### config.mk
export PLATFORM = sky130hd
export DESIGN_NAME = cube_flat
export DESIGN_NICKNAME = d
export VERILOG_FILES = /design/src/rtl/cube_if.sv /design/src/rtl/cube.sv /design/src/flat_wrapper.sv
export SDC_FILE = /design/constraint.sdc
export NUM_CORES = 1
export LEC_CHECK = 0
export ABC_AREA = 1
export ABC_CLOCK_PERIOD_IN_PS = 4000
export BUFFER_PORTS_ARGS = -buffer_cell sky130_fd_sc_hd__buf_4
export CELL_PAD_IN_SITES_DETAIL_PLACEMENT = 1
export CELL_PAD_IN_SITES_GLOBAL_PLACEMENT = 1
export CORE_ASPECT_RATIO = 1.2
export CORE_MARGIN = 10
export CORE_UTILIZATION = 30
export CTS_CLUSTER_DIAMETER = 100
export DETAILED_ROUTE_END_ITERATION = 12
export PLACE_DENSITY_LB_ADDON = 0.08
export RECOVER_POWER = 50
export SYNTH_ARGS = -nofsm -noshare
export SYNTH_HDL_FRONTEND = slang
export SYNTH_SLANG_ARGS = --single-unit
### constraint.sdc
create_clock -name clk -period 4 [get_ports clk]
set_input_delay 0.2 -clock clk [delete_from_list [all_inputs] [get_ports clk]]
set_output_delay 0.2 -clock clk [all_outputs]
set_load 0.01 [all_outputs]
### src/rtl/cube_if.sv
//------------------------------------------------------------------------------
// Module : cube_if
// Brief  : Request/result bundle for the cube unit. The master drives
//          start and the operand. The slave returns result and busy.
// Rev    : 1.0  initial release
//------------------------------------------------------------------------------
`default_nettype none

interface cube_if;
  logic        start;
  logic [7:0]  x_i;
  logic [23:0] result;
  logic        busy;

  modport master (output start, output x_i, input  result, input  busy);
  modport slave  (input  start, input  x_i, output result, output busy);
endinterface

`default_nettype wire

### src/rtl/cube.sv
//------------------------------------------------------------------------------
// Module : cube
// Brief  : Computes the unsigned cube of an 8-bit operand with one shared
//          24-bit adder. Phase SQ forms x*x over 8 shift-add cycles. Phase CB
//          forms (x*x)*x over another 8 cycles. The result register changes
//          only when an operation completes.
// Macro  : CUBE_EARLY_EXIT_EN - when defined, operands 0 and 1 bypass the
//          shift-add phases through a one-cycle DONE state.
// Rev    : 1.0  initial release
//------------------------------------------------------------------------------
`default_nettype none

module cube (
  input  logic   clk,
  input  logic   rst,
  cube_if.slave  bus
);

`ifdef CUBE_EARLY_EXIT_EN
  typedef enum logic [1:0] {
    IDLE = 2'd0,
    SQ   = 2'd1,
    CB   = 2'd2,
    DONE = 2'd3
  } state_t;
`else
  typedef enum logic [1:0] {
    IDLE = 2'd0,
    SQ   = 2'd1,
    CB   = 2'd2
  } state_t;
`endif

  state_t      state_q, state_d;
  logic [7:0]  x_q;
  logic [23:0] acc_q;
  logic [15:0] sq_q;
  logic [2:0]  i_q;
  logic [23:0] result_q;

  logic [23:0] addend;
  logic [23:0] sum;
  logic        last_bit;
  logic        early;

  // The single adder is shared by both phases. Only the shifted operand changes.
  always_comb begin
    addend   = (state_q == CB) ? ({8'd0, sq_q} << i_q) : ({16'd0, x_q} << i_q);
    sum      = acc_q + addend;
    last_bit = (i_q == 3'd7);
`ifdef CUBE_EARLY_EXIT_EN
    early    = (bus.x_i <= 8'd1);
`else
    early    = 1'b0;
`endif
  end

  // State register
  always_ff @(posedge clk or posedge rst) begin
    if (rst) state_q <= IDLE;
    else     state_q <= state_d;
  end

  // Next-state decode. Each phase ends after its eighth bit, when i is 7.
  always_comb begin
    state_d = state_q;
    case (state_q)
      IDLE: begin
        if (bus.start) begin
`ifdef CUBE_EARLY_EXIT_EN
          state_d = early ? DONE : SQ;
`else
          state_d = SQ;
`endif
        end
      end
      SQ:      if (last_bit) state_d = CB;
      CB:      if (last_bit) state_d = IDLE;
`ifdef CUBE_EARLY_EXIT_EN
      DONE:    state_d = IDLE;
`endif
      default: state_d = IDLE;
    endcase
  end

  // Datapath. Operands are captured on acceptance. Bits are processed LSB first.
  // i wraps from 7 to 0 by itself at each phase boundary.
  always_ff @(posedge clk or posedge rst) begin
    if (rst) begin
      x_q      <= 8'd0;
      acc_q    <= 24'd0;
      sq_q     <= 16'd0;
      i_q      <= 3'd0;
      result_q <= 24'd0;
    end else begin
      case (state_q)
        IDLE: begin
          if (bus.start) begin
            x_q   <= bus.x_i;
            acc_q <= 24'd0;
            sq_q  <= 16'd0;
            i_q   <= 3'd0;
          end
        end
        SQ: begin
          i_q <= i_q + 3'd1;
          if (last_bit) begin
            // x*x never exceeds 16 bits, so the upper accumulator bits are zero here.
            sq_q  <= x_q[i_q] ? sum[15:0] : acc_q[15:0];
            acc_q <= 24'd0;
          end else if (x_q[i_q]) begin
            acc_q <= sum;
          end
        end
        CB: begin
          i_q <= i_q + 3'd1;
          if (x_q[i_q]) acc_q <= sum;
          if (last_bit) result_q <= x_q[i_q] ? sum : acc_q;
        end
`ifdef CUBE_EARLY_EXIT_EN
        DONE: result_q <= {16'd0, x_q};
`endif
        default: ;
      endcase
    end
  end

  assign bus.result = result_q;
  assign bus.busy   = (state_q != IDLE);

  // Early-exit decode is unused when the bypass is compiled out.
  logic unused_early;
  assign unused_early = early;

endmodule

`default_nettype wire
### src/flat_wrapper.sv
// flat-port wrapper written by rule: the top's interface ports become plain ports
module cube_flat 
  (clk, rst, bus_start, bus_x_i, bus_result, bus_busy);
  cube_if bus_i ();
  input  logic clk;
  input  logic rst;
  input wire logic [$bits(bus_i.start)-1:0] bus_start;
  input wire logic [$bits(bus_i.x_i)-1:0] bus_x_i;
  output wire logic [$bits(bus_i.result)-1:0] bus_result;
  output wire logic [$bits(bus_i.busy)-1:0] bus_busy;
  assign bus_i.start = bus_start;
  assign bus_i.x_i = bus_x_i;
  assign bus_result = bus_i.result;
  assign bus_busy = bus_i.busy;
  cube u_core (.clk(clk), .rst(rst), .bus(bus_i));
endmodule
==> impl_metrics.env <==
export IMPL_fp_coreArea_sq_mm=0.0187
export IMPL_overflow=0
export IMPL_arrival_ns=3.73
export IMPL_fin_crit_ns=3.50
export IMPL_ys_ff_latch=77
export IMPL_max_freq_mhz=285
export IMPL_drive_gt1_frac=0.0524
export IMPL_ys_seq_area_frac=0.339
export IMPL_initial_core_util=0.304
export IMPL_htree_levels=3
export IMPL_cts_sinks=77
export IMPL_worst_slew_pin_slew_ns=1.73
export IMPL_drtPass1Iterations=4
export IMPL_diodes=0
export IMPL_die_w_um=146
export IMPL_port_buffers=35
export IMPL_max_slew_margin=-0.158
export IMPL_slew_violations=39
export IMPL_clock_skew_ns=0.0174
export IMPL_worst_setup_path_type="flip-flop to flip-flop"
export IMPL_dr_first_iter_drc_count=256
export IMPL_dpl_cell_count=1155
export IMPL_ios=36
export IMPL_finalHoldViolations=0
export IMPL_synth_edff_count=0
export IMPL_yosysTopAreaCell="dfrtp_1"
export IMPL_die_area_sq_mm=0.0249
export IMPL_yosysWarnings=0
export IMPL_dp_hpwl_mm=15.9
export IMPL_grt_pass1_wl_mm=33.1
export IMPL_fin_hold_ws_ns=0.0446
export IMPL_nFillCells=2485
export IMPL_cts_tree="done"
export IMPL_synth_main_ff_cell="dfrtp_1"
export IMPL_clock_latency_ns=0.35
export IMPL_syn_avg_cell_area_sq_um=6.44
export IMPL_synth_async_sr_flop_share=1.00
export IMPL_drc=0
export IMPL_wire_per_inst_um=17.1
export IMPL_finalWeightedCongestion=0.854
export IMPL_p_per_area_mw_per_mm2=878
export IMPL_start_kind="flip-flop"
export IMPL_synth_nets=924
export IMPL_path_clk_slew_ns=0.07
export IMPL_synth_top_area_frac=0.339
export IMPL_grt_max_degree=41
export IMPL_routed_wl_mm=20.1
export IMPL_grt_pass1_vias=6157
export IMPL_place_ws_ns=0.274
export IMPL_hp_class="input pin to flip-flop"
export IMPL_ys_types=31
export IMPL_area_growth_pct=13.2
export IMPL_syn_area_sq_mm=0.00568
export IMPL_row_count=55
export IMPL_fin_cells=1172
export IMPL_max_cap_violations=1
export IMPL_root_buffer="clkbuf_16"
export IMPL_fin_area_sq_mm=0.00643
export IMPL_netlist_top_cells_area="dfrtp_1 34%, nand2_1 22%, nand3_1 8.1%"
export IMPL_placed_area_sq_mm=0.00620
export IMPL_power_leakage_nw=3.41
export IMPL_syn_inst=882
export IMPL_rsz0062_at_grt="no"
export IMPL_critPathCaptureType="flip-flop"
export IMPL_violations="capacitance limit, slew limit"
export IMPL_cts_setup_buffers=0
export IMPL_fin_nets=953
export IMPL_critPathRequiredTime_ns=4.23
export IMPL_status="finished with violations"
export IMPL_finalSetupViolCount=0
export IMPL_tns_ns=0
export IMPL_cp_max_fo=19
export IMPL_worst_slack_ns=0.496
export IMPL_ant_nets=0
export IMPL_cts_buffers=9
export IMPL_grt_use_total=0.167
export IMPL_ctsLongestPathBuffers=2
export IMPL_final_period_utilization=0.876
export IMPL_ir_worst_vdd_mv=0.359
export IMPL_antenna_found_initial=0
export IMPL_vias_per_cell=4.78
export IMPL_fp_dieH_um=171
export IMPL_vias=5608
## worst paths after layout
check | start | endpoint | slack (ns) | cells after the start
worst max-delay path | u_core.state_q[0] | u_core.acc_q[19] | 0.50 | 21
worst min-delay path | bus_x_i[1] | u_core.x_q[1] | 0.04 | 3
worst max register to register | u_core.state_q[0] | u_core.acc_q[19] | 0.50 | 21
worst min register to register | u_core.bus.result[16] | u_core.bus.result[16] | 0.48 | 2
max in group asynchronous | rst | u_core.acc_q[18] | 1.46 | 4
min in group asynchronous | rst | u_core.x_q[0] | 0.83 | 3
## layer usage
metal  part of all wire  vias to the layer above  track usage
met4              0.025                        0       0.0585
met1               0.42                     2688        0.185
met5                  0                        -            0
met2               0.53                       61        0.317
li1                   -                     2835            -
met3              0.023                       24       0.0267
## cells in the final DEF (no fill, tap or decap), types with 17 or more instances in the layout
cell type	n
nand3_1	92
dfrtp_1	77
buf_4	17
ha_1	29
o21ai_0	74
nor2_1	39
nand2_1	340
clkbuf_1	24
a21oi_1	17
o21ai_1	18
inv_1	117
## stage by stage
step | utilization | total power, mW
5_1_grt | 0.344 | 6.25
3_3_place_gp | 0.331 | 4.80
2_1_floorplan | - | 3.66
4_1_cts | 0.348 | 5.80
6_report | 0.344 | 5.65
3_5_place_dp | 0.331 | 4.89
## timing repair
action | in CTS | in global routing
hold buffers | 1 | 0
gates resized for setup | 0 | 2
hold endpoints to repair | 37 | 0
endpoints found under the setup margin | 0 | 39
## power by group
group          total (mW)  switching, mW  internal, mW
clock network       0.868          0.375         0.493
logic                3.53           2.50          1.04
registers            1.25          0.207          1.04
## synth_stat cells, types with 2 or more instances
| cell type | number |
|---|---|
| nand2_1 | 340 |
| inv_1 | 117 |
| nand3_1 | 92 |
| dfrtp_1 | 77 |
| o21ai_0 | 74 |
| nor2_1 | 39 |
| ha_1 | 30 |
| o21ai_1 | 18 |
| a21oi_1 | 17 |
| clkbuf_1 | 16 |
| or2_1 | 9 |
| mux2i_1 | 6 |
| nand3b_1 | 6 |
| nand4_1 | 5 |
| xnor2_1 | 5 |
| buf_2 | 4 |
| buf_4 | 4 |
| clkinv_1 | 3 |
| inv_2 | 3 |
| nor3_1 | 3 |
| or2_2 | 3 |
| nor2_4 | 2 |
## cells by family (layout without fill, tap and decap cells)
logic type,count (synthesis),after routing,share of synthesized area
compound gates,113,113,0.102
xor+xnor,5,5,0.00771
fa+ha+maj,31,31,0.0696
buf+inv,149,183,0.103
flops,77,77,0.339
mux,6,6,0.0106
simple gates,501,501,0.368
## registers in the layout (all words and copies together) (netlist names)
| register | count |
|---|---|
| u_core.x_q | 8 |
| u_core.state_q | 2 |
| u_core.bus.result | 24 |
| u_core.i_q | 3 |
| u_core.sq_q | 16 |
| u_core.acc_q | 24 |
## area by class of cell
class,instances,area (sq um),area share
well taps,256,320,0.0498
multi-input cells,656,3180,0.494
flip-flops and latches,77,1930,0.299
repair buffers,44,240,0.0373
inverters,123,463,0.0720
clock inverters,7,77.6,0.0121
clock buffers,9,225,0.0350
## worst max-delay path, cell delays in order (launching register included)
cell	delay [ns]
dfrtp_1	0.40
inv_1	0.15
ha_4	0.26
buf_4	0.23
nand2_1	0.08
o21ai_0	0.30
inv_1	0.10
nand2_1	0.06
o21ai_0	0.11
mux2i_1	0.20
ha_1	0.29
nand2_1	0.14
nor2_1	0.20
inv_1	0.07
nor2_1	0.14
nand3b_1	0.14
nand3_1	0.12
nand2_1	0.05
nand2_1	0.10
nand2_1	0.08
nand3_1	0.10
nand2_1	0.08
No activity file was read; power rests on OpenSTA's default activity.
